$ cat src/rtl/relu_stream_arbiter.sv
// Round-robin frame arbiter that feeds N_REQ pixel streams through one shared ReLU and an output register.
// Optional RELU_ARB_PERF_EN adds stall_cycles / frames_done performance counters.

module relu_lane #(
  parameter int D_WIDTH = 8
) (
  input  logic [D_WIDTH-1:0] din,
  output logic [D_WIDTH-1:0] dout
);
  assign dout = din[D_WIDTH-1] ? '0 : din;
endmodule

module relu_stream_arbiter #(
  parameter int D_WIDTH      = 8,
  parameter int CHANNELS     = 3,
  parameter int N_REQ        = 2,
  parameter int FRAME_PIXELS = 2048,
  parameter int ID_WIDTH     = 3
) (
  input  logic                                clk,
  input  logic                                reset,
  input  logic [N_REQ-1:0]                    in_valid,
  output logic [N_REQ-1:0]                    in_ready,
  input  logic [N_REQ*D_WIDTH*CHANNELS-1:0]   in_data,
  output logic                                out_valid,
  input  logic                                out_ready,
  output logic [D_WIDTH*CHANNELS-1:0]         out_data,
  output logic [ID_WIDTH-1:0]                 out_id,
  output logic                                out_last,
  output logic                                busy
`ifdef RELU_ARB_PERF_EN
  ,
  output logic [31:0]                         stall_cycles,
  output logic [15:0]                         frames_done
`endif
);
  localparam int P  = D_WIDTH * CHANNELS;
  localparam int SW = (N_REQ > 1) ? $clog2(N_REQ) : 1;
  localparam int CW = $clog2(FRAME_PIXELS) + 1;

  typedef enum logic {IDLE, STREAM} state_t;

  state_t                        state, state_nx;
  logic [SW-1:0]                 gnt, rr_ptr, pick;
  logic [CW-1:0]                 pix_cnt;
  logic                          found, xfer, last_pix;
  logic [N_REQ-1:0][P-1:0]       req_pix;
  logic [CHANNELS-1:0][D_WIDTH-1:0] sel_pix, relu_pix;

  assign req_pix  = in_data;
  assign sel_pix  = req_pix[gnt];
  assign last_pix = (pix_cnt == CW'(FRAME_PIXELS - 1));
  assign xfer     = (state == STREAM) && in_valid[gnt] && (!out_valid || out_ready);

  for (genvar c = 0; c < CHANNELS; c++) begin : g_lane
    relu_lane #(.D_WIDTH(D_WIDTH)) u_lane (.din(sel_pix[c]), .dout(relu_pix[c]));
  end

  // First valid requester at or after rr_ptr, wrapping.
  always_comb begin
    found = 1'b0;
    pick  = '0;
    for (int i = 0; i < N_REQ; i++) begin
      if (!found && in_valid[(int'(rr_ptr) + i) % N_REQ]) begin
        found = 1'b1;
        pick  = SW'((int'(rr_ptr) + i) % N_REQ);
      end
    end
  end

  always_ff @(posedge clk or posedge reset) begin
    if (reset) state <= IDLE;
    else       state <= state_nx;
  end

  always_comb begin
    state_nx = state;
    case (state)
      IDLE:    if (found)            state_nx = STREAM;
      STREAM:  if (xfer && last_pix) state_nx = IDLE;
      default:                       state_nx = IDLE;
    endcase
  end

  always_comb begin
    in_ready = '0;
    if (state == STREAM) in_ready[gnt] = !out_valid || out_ready;
    busy = (state == STREAM) || (out_valid && out_last);
  end

  always_ff @(posedge clk or posedge reset) begin
    if (reset) begin
      gnt       <= '0;
      rr_ptr    <= '0;
      pix_cnt   <= '0;
      out_valid <= 1'b0;
      out_data  <= '0;
      out_id    <= '0;
      out_last  <= 1'b0;
    end else begin
      if (state == IDLE && found) begin
        gnt     <= pick;
        pix_cnt <= '0;
      end
      if (xfer) begin
        out_valid <= 1'b1;
        out_data  <= relu_pix;
        out_id    <= ID_WIDTH'(gnt);
        out_last  <= last_pix;
        pix_cnt   <= pix_cnt + 1'b1;
        if (last_pix) rr_ptr <= SW'((int'(gnt) + 1) % N_REQ);
      end else if (out_ready) begin
        out_valid <= 1'b0;
        out_last  <= 1'b0;
      end
    end
  end

`ifdef RELU_ARB_PERF_EN
  always_ff @(posedge clk or posedge reset) begin
    if (reset) begin
      stall_cycles <= '0;
      frames_done  <= '0;
    end else begin
      if (state == STREAM && !xfer && stall_cycles != '1)
        stall_cycles <= stall_cycles + 1'b1;
      if (out_valid && out_ready && out_last && frames_done != '1)
        frames_done <= frames_done + 1'b1;
    end
  end
`endif

endmodule

$ cat config.mk
export PLATFORM = sky130hd
export DESIGN_NAME = relu_stream_arbiter
export DESIGN_NICKNAME = d
export VERILOG_FILES = /design/src/rtl/relu_stream_arbiter.sv
export SDC_FILE = /design/constraint.sdc
export NUM_CORES = 1
export LEC_CHECK = 0
export BUFFER_PORTS_ARGS = -buffer_cell sky130_fd_sc_hd__buf_4
export CORE_MARGIN = 2
export CORE_UTILIZATION = 43
export CTS_CLUSTER_DIAMETER = 100
export DETAILED_ROUTE_END_ITERATION = 10
export PLACE_DENSITY = 0.74
export SLEW_MARGIN = 0
export SYNTH_ARGS = -nofsm -noshare
export SYNTH_HDL_FRONTEND = slang
export SYNTH_HIERARCHICAL = 1
export SYNTH_SLANG_ARGS = --single-unit
$ cat constraint.sdc
create_clock -name clk -period 3.75 [get_ports clk]
set_input_delay 0.1875 -clock clk [delete_from_list [all_inputs] [get_ports clk]]
set_output_delay 0.1875 -clock clk [all_outputs]
set_load 0.02 [all_outputs]
-- After elaboration in Yosys (flattened, before gate mapping)
Cells that the tools add are included.
- bits in latches: 0
- logic and storage cells: 60
- memory bits (read-only): 0
- output and inout bits: 32
- memories: 0
- register bits after elaboration: 42
- memory bits (writable): 0
- divide/modulo/power cells: 0
- add/sub/neg operators: 3
- shifts and indexed selects: 0
- reduce and logical (&&, ||, !) cells: 14
- multipliers: 0
- bitwise operators: 3
- equal/unequal tests: 1
- $lt $le $gt $ge: 4
- mux-type cells: 27
- operators by type and width (cell ; number):
    24-bit two-way mux ; 2
    12-bit two-way mux ; 2
    7-bit two-way mux ; 3
    1-bit two-way mux ; 17
    12-bit by 1-bit adder with 12-bit output, second input constant ; 1
    12-bit by 11-bit equality test with 1-bit output, second input constant ; 1
    1-bit logical AND ; 7
    1-bit by 2-bit < comparator with 1-bit output, second input constant ; 2
    2-bit nonzero test ; 2
    2-bit by 3-bit < comparator with 1-bit output, second input constant ; 1
    1-bit adder, second input constant ; 2
    2-bit bitwise AND ; 1
    1-bit logical NOT ; 2
    1-bit logical OR ; 2
    2-bit two-way mux ; 1
    1-bit case mux with 2 select lines ; 1
    2-bit AND reduction ; 1
    1-bit bitwise AND, first input constant ; 1
    1-bit demux with 1-bit select ; 1
    1-bit >= comparator, second input constant ; 1
    1-bit inverter ; 1

-- Logic depth before layout (Yosys ltp)
Gate-level depths: netlist (run 1).
- depth after elaboration: 10
- mapped depth: 6

-- By module
Netlist (run 1), hierarchy kept.
- modules (own cells, without submodules) (module ; area an instance (µm²) ; cells each ; instances ; sequential area each (µm²)):
    relu_stream_arbiter ; 2103.3 ; 226 ; 1 ; 1051.0
    relu_lane ; 55.1 ; 9 ; 3 ; 0.0

-- Worst setup path after synthesis (run 1)
No wires, ideal clock.
- kind: register to register
- from: reg out_valid
- to: reg state
- arrival: 1.477 ns
- slack: 2.155 ns
- stages on the path, launching flop included: 5
- library setup time: 0.118 ns
- data required time: 3.632 ns
- cells stage by stage: dfrtp_1 > nand2b_1 > nand3_2 > or4_4 > a21o_1
- longest elaborated chain between the ends: 6
- RTL lines (item ; RTL line ; source):
    start, declared ; 25 ; output logic out_valid,
    start signal, assigned ; 96 ; out_valid <= 1'b0;
    start signal, assigned ; 106 ; out_valid <= 1'b1;
    start signal, assigned ; 113 ; out_valid <= 1'b0;
    1-bit logical NOT ; 53 ; assign xfer = (state == STREAM) && in_valid[gnt] && (!out_valid || out_ready);
    1-bit logical OR ; 53 ;
    1-bit logical AND ; 53 ;
    1-bit logical AND ; 80 ; STREAM: if (xfer && last_pix) state_nx = IDLE;
    1-bit two-way mux ; 80 ;
    1-bit case mux with 2 select lines ; 78 ; case (state)
    net state_nx ; 43 ; state_t state, state_nx;
    end signal, assigned ; 73 ; else state <= state_nx;
    end, declared ; 43 ;
The timed path passes the listed nets, and every way through them passes these cells.
A chain may end at the register's enable or synchronous reset.

-- Final worst setup path (run 1)
- from: reg gnt
- to: reg state
- longest elaborated chain between the ends: 7
- RTL lines (item ; RTL line ; source):
    start, declared ; 44 ; logic [SW-1:0] gnt, rr_ptr, pick;
    start signal, assigned ; 102 ; gnt <= pick;
    1-bit two-way mux (implied by the code) (2 in a row) ; 53 ;
    1-bit logical AND (2 in a row) ; 53 ;
    1-bit logical AND ; 80 ;
    1-bit two-way mux ; 80 ;
    1-bit case mux with 2 select lines ; 78 ;
    net state_nx ; 43 ;
The timed path passes the listed nets, and every way through them passes these cells. The select of a mux whose other input is x is not followed.

==> results of run 1 <==
==> critical path, stage by stage, from the launching register on <==
cell,delay (ns)
dfrtp_1,0.40
mux2_4,0.22
nand3_2,0.63
or4_4,0.80
a21o_1,0.19
==> worst max path at each step <==
| stage | to | cells past startpoint | start |
|---|---|---|---|
| 2_1_floorplan | state$_DFF_PP0_ | 4 | out_valid$_DFFE_PP0P_ |
| 3_3_place_gp | state$_DFF_PP0_ | 4 | gnt$_DFFE_PP0P_ |
| 3_5_place_dp | state$_DFF_PP0_ | 4 | gnt$_DFFE_PP0P_ |
| 4_1_cts | state$_DFF_PP0_ | 4 | gnt$_DFFE_PP0P_ |
| 5_1_grt | state$_DFF_PP0_ | 4 | gnt$_DFFE_PP0P_ |
| 6_report | state$_DFF_PP0_ | 4 | gnt$_DFFE_PP0P_ |
==> per-stage QoR <==
| stage | worst slack, ns | std cells |
|---|---|---|
| floorplan | 2.15 | 254 |
| global placement | 1.41 | 393 |
| CTS | 1.39 | 399 |
| global route | 1.21 | 399 |
| finish | 1.40 | 399 |
| detailed placement | 1.41 | 393 |
==> registers in the layout, indices dropped and copies added (netlist names) <==
signal and flops:
out_last 1, state 1, out_data 24, rr_ptr 1, out_id 1, gnt 1, out_valid 1, pix_cnt 12
==> Yosys cell counts (all sizes together) (2+ instances only) <==
cell	count	area [um2]
nand3	9	50.1
dfrtp	42	1050
nor2b	21	131
nand4	4	25.0
inv	3	11.3
conb	4	15.0
or4	3	26.3
mux2i	5	50.1
or3	2	12.5
mux2	26	297
nand2	93	349
nor2	3	11.3
o21ai	3	15.0
and3	4	25.0
o31ai	2	15.0
a21oi	3	15.0
o211ai	2	15.0
buf	14	80.1
==> power by group <==
part	switching, mW	internal [mW]	leakage (nW)
Combinational	0.413	0.339	0.979
Sequential	0.0797	0.582	0.540
Clock	0.134	0.142	0.0431
==> cells by family after synthesis <==
group | Yosys count | synth area share, %
simple gates | 143 | 29.0
other cells | 4 | 0.662
fa+ha+maj | 1 | 0.551
mux | 31 | 15.3
flops | 42 | 46.3
buf+inv | 18 | 4.19
compound gates | 14 | 4.03
==> layer usage <==
layer / share of wire, % / vias to the layer above
met5: 0 / -
met4: 0.40 / 0
met3: 5.3 / 2
met2: 51 / 40
met1: 43 / 921
li1: - / 978
==> layout make-up <==
class                           count  area, um2
Clock buffer                        6       82.6
Fill cell                         487       2120
Inverter                            3       11.3
Multi-Input combinational cell    194       1130
Sequential cell                    42       1050
Tap cell                           70       87.6
Timing Repair Buffer               84        631
==> out/results.txt, run 1 <==
Sequential-to-total area share from yosys stat -> 46.3%
CP arrival -> 2.53 ns
Placed cell area -> 2910 um2
GR peak layer -> met2
Die Wd -> 76.6 um
Residual DRC count -> 0
Seq cells post-synth -> 42
Count of final setup violators -> 0
N_diodes -> 0
Main synth FF type -> dfrtp_1
Setup Buffers After CTS -> 0
Clk root buf -> clkbuf_8
Detailed Place HPWL -> 3620 um
Global-route wire length before repair -> 8460 um
Via-to-Cell Ratio -> 4.86
Fin crit share -> 62.7%
Cells after synthesis -> 253
Outcome -> finished clean
Netlist cell types -> 34
Pwr dens -> 565 nW/um2
Cell row count -> 26
Routed length per instance -> 12.4 um
Slew headroom -> 27.3%
Final Util -> 58.5%
Mapped Area -> 2270 um2
Tmin final -> 2.35 ns
Post-CTS Hold Fix Bufs -> 0
Hold Crit Class -> in -> async
Worst Clk Skew -> 0.00372 ns
Reg2reg path depth -> 4
Final Hold Violating Endpoints -> 0
Vias -> 1941
Initial antenna violation count -> 0
Share of post-route cells with drive strength above 1 -> 35.9%
RSZ-0062 raised after global routing -> false
Peak supply drop -> 0.000271 V
Asr flop ratio synth -> 100%
Leak -> 1.56 nW
Critical Path End Type -> flip-flop
Most common cell after layout, fill and taps aside -> nand2_1
Core area -> 5110 um2
Cts bufs inserted -> 5
DRT iter0 DRCs -> 68
All-Layer GR Usage -> 17.5%
Setup crit start kind -> flip-flop
Num ports -> 85
Syn. warnings -> 6
Chip height -> 76.6 um
# resized after CTS -> 0
Reg2Reg Launch Point -> gnt$_DFFE_PP0P_
Fin nets -> 384
DRT Pass-1 Iters -> 4
Met2 layer usage reported by global route -> 31.0%
CTS sink cnt -> 42
Most frequent cells in the layout -> nand2_1 (93), buf_4 (84), dfrtp_1 (42)
CP Data Required Time -> 3.92 ns
Routing usage on met3 -> 5.21%
CTS HTree Levels -> 2
Worst R2R End -> state$_DFF_PP0_
Syn-to-layout area delta -> 31.8%
Port Buffers -> 82
Post-route cell area -> 2990 um2
CTS tree -> done
Mean Syn Cell Area -> 8.97 um2
Grt ovf -> 0
Largest net degree at the start of global routing -> 45
Crit Path Category -> reg -> reg
Total routed wirelength -> 4950 um
# Max-Cap Violations -> 0
Post-route ant nets -> 0
WHS -> 0.0323 ns
Reg2reg setup slack -> 1.40 ns
Latest clock arrival within the worst-skew pair -> 0.28 ns
Initial core utilization -> 44.4%
Post-synth EDFFs -> 0
Total power draw -> 1.69 mW
Final Max Slew Viols -> 0
Clock Pin Slew Worst Setup and Hold Paths -> 0.07 ns
Slew @ Worst Pin -> 1.09 ns
GPL Wtd Cong -> 0.760
Met1 GRT Util -> 21.1%
Clk buf depth -> 2
Max FO, Critical Path -> 44
Vias in the first global route -> 1959
Setup TNS -> 0 ns
Max Freq -> 0.425 GHz
Die ar. -> 5870 um2
Note: power is estimated with default switching activity, not from simulation.
==> inputs of run 2 (changes only) <==
--- a/config.mk
+++ b/config.mk
@@ -10,7 +10,7 @@
 export CORE_UTILIZATION = 43
 export CTS_CLUSTER_DIAMETER = 100
 export DETAILED_ROUTE_END_ITERATION = 10
-export PLACE_DENSITY = 0.74
+export PLACE_DENSITY = 0.77
 export SLEW_MARGIN = 0
 export SYNTH_ARGS = -nofsm -noshare
 export SYNTH_HDL_FRONTEND = slang
==> constraint.sdc (replaced) <==
create_clock -name clk -period 2 [get_ports clk]
set_input_delay 0.1 -clock clk [delete_from_list [all_inputs] [get_ports clk]]
set_output_delay 0.1 -clock clk [all_outputs]
set_load 0.02 [all_outputs]
==> run 2 against run 1 <==
Register-to-register slack got worse by 1.1 ns. Global-route usage increased by 0.88 points. Clock power increased by 98%. Utilization increased by 0.96 points. Wire length increased by 2.8%. First-iteration DRC count increased by 65%. Power increased by 91%. Clock skew increased by 0.0014 ns. Combinational power increased by 90%. Sequential power increased by 89%. Cell area increased by 1.6%. Critical endpoint is now pix_cnt[7]$_DFFE_PP0P_.
==> out/results.txt, run 2 (synthesis results as in run 1) <==
Worst Clk Skew -> 0.00516 ns (+0.00144 ns)
Clk pwr share -> 16.9% (+0.6 points)
CTS tree -> done
Hold depth -> 2
Routed length per instance -> 12.5 um (+1.0%)
Leak -> 1.59 nW (+2.0%)
Max FO, Critical Path -> 15 (-66%)
Peak supply drop -> 0.000577 V (+110%)
Switching Fraction -> 37.2% (+0.076 points)
DRT iter0 DRCs -> 112 (+65%)
Fin nets -> 389 (+1.3%)
Largest regs -> out_data (24), pix_cnt (12)
Fin crit share -> 86.8% (+24 points)
RSZ-0062 raised after global routing -> false
Hold Crit Class -> in -> reg
Setup slack at placement -> 0.316 ns (-1.09 ns)
Latest clock arrival within the worst-skew pair -> 0.29 ns (about the same)
Max Freq -> 0.576 GHz (+36%)
Core area -> 5110 um2 (unchanged)
Most frequent cells in the layout -> nand2_1 (93), buf_4 (88), dfrtp_1 (42)
DRT Pass-1 Iters -> 5 (+1)
Crit Path Category -> reg -> reg
Slew headroom -> 54.9% (+28 points)
Residual DRC count -> 0 (unchanged)
Final Max Slew Viols -> 0 (unchanged)
Chip height -> 76.6 um (unchanged)
Max reg flops -> 24 (unchanged)
Vias -> 1973 (+1.6%)
Fin cells -> 406 (+1.8%)
Most common cell after layout, fill and taps aside -> nand2_1
Final Hold Violating Endpoints -> 0 (unchanged)
Grt ovf -> 0 (unchanged)
Tmin final -> 1.74 ns (-0.618 ns)
Worst setup margin -> 0.265 ns (-1.13 ns)
Die ar. -> 5870 um2 (unchanged)
CP top delay family -> simple AND/OR/NAND/NOR gates
All-Layer GR Usage -> 18.4% (+0.88 points)
P_int -> 2.03 mW (+91%)
Top reg by flops -> out_data
Pwr dens -> 1060 nW/um2 (+88%)
Global-route wire length before repair -> 8780 um (+3.7%)
Sequential Power Share -> 38.6% (-0.5 points)
CP arrival -> 1.96 ns (-0.57 ns)
Max stage delay on crit path -> 0.55 ns (-0.25 ns)
Placed cell area -> 2940 um2 (+1.0%)
Post-Place Cells -> 397 (+1.0%)
Outcome -> finished clean
Total power draw -> 3.23 mW (+91%)
Clock Pin Slew Worst Setup and Hold Paths -> 0.08 ns (about the same)
Num ports -> 85 (unchanged)
Post-route ant nets -> 0 (unchanged)
WP depth -> 5 (+1)
N_diodes -> 0 (unchanged)
Count of final setup violators -> 0 (unchanged)
Slowest-stage cell, CP -> or4_1
Detailed Place HPWL -> 3750 um (+3.6%)
Port Buffers -> 82 (unchanged)
Share of post-route cells with drive strength above 1 -> 36.6% (+0.74 points)
Setup Buffers After CTS -> 0 (unchanged)
CTS sink cnt -> 42 (unchanged)
Syn-to-layout area delta -> 33.9%
Vias in the first global route -> 1989 (+1.5%)
GPL Wtd Cong -> 0.749 (-1.5%)
# Max-Cap Violations -> 0 (unchanged)
Setup TNS -> 0 ns (unchanged)
Clk buf depth -> 2 (unchanged)
Initial antenna violation count -> 0 (unchanged)
Combinational power share -> 44.4% (about the same)
Cell row count -> 26 (unchanged)
Worst path cell trace -> mux2_4, nand3_2, buf_4, or4_1, nand3_1
Post-route cell area -> 3040 um2 (+1.6%)
CTS HTree Levels -> 2 (unchanged)
Via-to-Cell Ratio -> 4.86 (-0.10%)
Total routed wirelength -> 5090 um (+2.8%)
Reg2reg path depth -> 5 (+1)
CP Data Required Time -> 2.23 ns (-1.69 ns)
Post-CTS Hold Fix Bufs -> 1 (+1)
Psw -> 1.20 mW (+91%)
Initial core utilization -> 44.4% (unchanged)
Clk root buf -> clkbuf_8
Critical Path End Type -> flip-flop
Buf+Inv Stages, Crit Path -> 1 (+1)
Slew @ Worst Pin -> 0.671 ns (-0.419 ns)
# resized after CTS -> 0 (unchanged)
Setup crit start kind -> flip-flop
Largest net degree at the start of global routing -> 43 (-4.4%)
Die Wd -> 76.6 um (unchanged)
Cts bufs inserted -> 5 (unchanged)
run 2: path summary, 6_finish.rpt:
path | startpoint | to | slack [ns]
max in group asynchronous | reset | state$_DFF_PP0_ | 1.15
worst max register to register | gnt$_DFFE_PP0P_ | pix_cnt[7]$_DFFE_PP0P_ | 0.26
worst max-delay path | gnt$_DFFE_PP0P_ | pix_cnt[7]$_DFFE_PP0P_ | 0.26
worst min register to register | out_data[15]$_DFFE_PP0P_ | out_data[15]$_DFFE_PP0P_ | 0.48
min in group asynchronous | reset | pix_cnt[3]$_DFFE_PP0P_ | 0.50
worst min-delay path | in_valid[0] | gnt$_DFFE_PP0P_ | 0.03
run 2: power by group through the flow:
stage / combinational [mW] / sequential [mW] / clock, mW
2_1_floorplan: 0.646 / 1.48 / 0
3_3_place_gp: 1.43 / 1.25 / 0
3_5_place_dp: 1.45 / 1.25 / 0
4_1_cts: 1.45 / 1.25 / 0.562
5_1_grt: 1.57 / 1.28 / 0.601
6_report: 1.43 / 1.25 / 0.547
run 2: metal layers:
layer | global-route usage (%) | up-vias | part of all wire [%] | wire [um]
met5 | 0 | - | 0 | 0
met4 | 6.18 | 0 | 1.5 | 76
met3 | 4.38 | 9 | 4.4 | 225
met2 | 31.7 | 52 | 51 | 2600
met1 | 22.6 | 925 | 43 | 2190
li1 | - | 987 | - | -
run 2: cell type report:
| cell class | instances | area [um2] |
|---|---|---|
| clock buffer | 7 | 86.3 |
| timing repair buffer | 89 | 671 |
| inverter | 3 | 11.3 |
| tap | 70 | 87.6 |
| sequential | 42 | 1050 |
| multi-input combinational | 194 | 1130 |
| fill | 464 | 2070 |
| clock inverter | 1 | 5.00 |
run 2: through the flow:
stage | hold WS, ns | util [%]
2_1_floorplan | 0.204 | -
3_3_place_gp | 0.274 | 57.5
3_5_place_dp | 0.271 | 57.5
4_1_cts | 0.0281 | 59.5
5_1_grt | 0.0382 | 59.5
6_report | 0.0288 | 59.5
==> inputs of run 3 (changes only) <==
--- a/config.mk
+++ b/config.mk
@@ -7,10 +7,11 @@
 export LEC_CHECK = 0
 export BUFFER_PORTS_ARGS = -buffer_cell sky130_fd_sc_hd__buf_4
 export CORE_MARGIN = 2
-export CORE_UTILIZATION = 43
+export CORE_UTILIZATION = 30
+export CTS_BUF_LIST = sky130_fd_sc_hd__clkbuf_4 sky130_fd_sc_hd__clkbuf_8
 export CTS_CLUSTER_DIAMETER = 100
 export DETAILED_ROUTE_END_ITERATION = 10
-export PLACE_DENSITY = 0.77
+export PLACE_DENSITY = 0.58
 export SLEW_MARGIN = 0
 export SYNTH_ARGS = -nofsm -noshare
 export SYNTH_HDL_FRONTEND = slang
==> run 3 against run 2 <==
Clock skew increased by 0.0029 ns. First-iteration DRC count down 19%. Cell count increased by 7.4%. Register-to-register slack better by 0.10 ns. Wire length grew 6.0%. Combinational power hardly changed. Highest routed layer unchanged. Worst setup slack improved by 0.10 ns. Clock power increased by 4.0%. Sequential power about the same. Die area rose by 41%. Clock-buffer cell count unchanged. Largest cell class unchanged. Critical endpoint is now pix_cnt[10]$_DFFE_PP0P_. Fmax grew 6.1%.
==> out/results.txt, run 3 (synthesis results as in run 1) <==
CTS HTree Levels -> 2 (unchanged)
Global-route wire length before repair -> 9140 um (+4.2%)
Most frequent cells in the layout -> nand2_1 (93), buf_4 (89), dfrtp_1 (42)
Port Buffers -> 82 (unchanged)
WHS -> 0.0405 ns (+0.0117 ns)
Share of post-route cells with drive strength above 1 -> 37.1% (+0.48 points)
DRT iter0 DRCs -> 91 (-19%)
CP arrival -> 1.85 ns (-0.11 ns)
Worst path cell trace -> mux2_4, nand3_2, buf_4, nor4_1, mux2i_1
Slew @ Worst Pin -> 0.853 ns (+0.182 ns)
Buf+Inv Stages, Crit Path -> 1 (unchanged)
# Max-Cap Violations -> 0 (unchanged)
Die ar. -> 8270 um2 (+41%)
Clock Pin Slew Worst Setup and Hold Paths -> 0.08 ns (about the same)
Core area -> 7290 um2 (+43%)
Setup slack at placement -> 0.385 ns (+0.0695 ns)
Routed length per instance -> 12.4 um (-1.3%)
Initial antenna violation count -> 0 (unchanged)
Initial core utilization -> 31.1% (-13 points)
Cell row count -> 31 (+19%)
Via-to-Cell Ratio -> 4.48 (-7.8%)
Crit Path Category -> reg -> reg
Max Freq -> 0.612 GHz (+6.1%)
Count of final setup violators -> 0 (unchanged)
Fin nets -> 390 (+0.26%)
Hold Crit Class -> in -> reg
Max FO, Critical Path -> 20 (+5)
Reg2reg setup slack -> 0.37 ns (+0.10 ns)
CP top delay family -> simple AND/OR/NAND/NOR gates
Die Wd -> 91.0 um (+19%)
Largest net degree at the start of global routing -> 30 (-30%)
Slew headroom -> 42.8% (-12 points)
Clk buf depth -> 2 (unchanged)
Setup Buffers After CTS -> 0 (unchanged)
Fin crit share -> 81.7% (-5.0 points)
CTS sink cnt -> 42 (unchanged)
Largest regs -> out_data (24), pix_cnt (12)
Peak supply drop -> 0.000383 V (-34%)
Max reg flops -> 24 (unchanged)
Chip height -> 91.0 um (+19%)
GPL Wtd Cong -> 0.815 (+8.8%)
Vias in the first global route -> 1963 (-1.3%)
Top reg by flops -> out_data
CTS tree -> done
Setup TNS -> 0 ns (unchanged)
Total routed wirelength -> 5400 um (+6.0%)
Worst Clk Skew -> 0.00802 ns (+0.00286 ns)
Tmin final -> 1.63 ns (-0.100 ns)
Leak -> 1.60 nW (+0.31%)
Detailed Place HPWL -> 4060 um (+8.1%)
Most common cell after layout, fill and taps aside -> nand2_1
Critical Path End Type -> flip-flop
Max stage delay on crit path -> 0.39 ns (-0.16 ns)
N_diodes -> 0 (unchanged)
Num ports -> 85 (unchanged)
Setup crit start kind -> flip-flop
Grt ovf -> 0 (unchanged)
Vias -> 1954 (-0.96%)
Latest clock arrival within the worst-skew pair -> 0.29 ns (about the same)
All-Layer GR Usage -> 13.6% (-4.8 points)
RSZ-0062 raised after global routing -> false
DRT Pass-1 Iters -> 4 (-1)
Final Hold Violating Endpoints -> 0 (unchanged)
Final Util -> 42.3% (-17 points)
CP Data Required Time -> 2.21 ns (-0.02 ns)
Syn-to-layout area delta -> 36.0%
Cts bufs inserted -> 5 (unchanged)
Final Max Slew Viols -> 0 (unchanged)
Total power draw -> 3.25 mW (+0.77%)
# resized after CTS -> 0 (unchanged)
Pwr dens -> 1050 nW/um2 (-0.78%)
Residual DRC count -> 0 (unchanged)
Post-route ant nets -> 0 (unchanged)
Outcome -> finished clean
Worst setup margin -> 0.365 ns (+0.100 ns)
Slowest-stage cell, CP -> dfrtp_1
Clk root buf -> clkbuf_8
run 3: through the flow:
step                      instances  area (um2)
after floorplan                 254        2270
after global placement          427        2980
after detailed placement        427        2980
after CTS                       436        3090
after global routing            436        3090
final                           436        3090
run 3: per-layer routing:
layer | global-route usage, % | routed length (um) | vias up | share of wire [%]
li1 | - | - | 989 | -
met3 | 4.32 | 280 | 6 | 5.2
met1 | 17.2 | 2440 | 908 | 45
met2 | 22.2 | 2600 | 51 | 48
met4 | 4.17 | 76 | 0 | 1.4
met5 | 0 | 0 | - | 0
run 3: timing repair:
item / in CTS / in global routing
setup endpoints to repair: 0 / 0
hold endpoints to repair: 21 / 0
hold buffers: 1 / 0
run 3: final timing paths:
kind	start	endpoint	cells after the start
max	gnt$_DFFE_PP0P_	pix_cnt[10]$_DFFE_PP0P_	5
min	in_valid[0]	gnt$_DFFE_PP0P_	2
max reg2reg	gnt$_DFFE_PP0P_	pix_cnt[10]$_DFFE_PP0P_	5
min reg2reg	out_data[18]$_DFFE_PP0P_	out_data[18]$_DFFE_PP0P_	2
max in group asynchronous	reset	pix_cnt[0]$_DFFE_PP0P_	4
min in group asynchronous	reset	out_data[3]$_DFFE_PP0P_	3
run 3: final cells by class:
cell class / instances / area [um2]
multi-input combinational: 194 / 1130
sequential: 42 / 1050
clock inverter: 1 / 5.00
clock buffer: 7 / 90.1
timing repair buffer: 90 / 678
fill: 761 / 4210
inverter: 3 / 11.3
tap: 99 / 124
run 3: report_power, final:
part           internal, mW  switching, mW  leakage (nW)
Sequential             1.09          0.156         0.540
Combinational         0.658          0.776          1.01
Clock                 0.292          0.277        0.0517
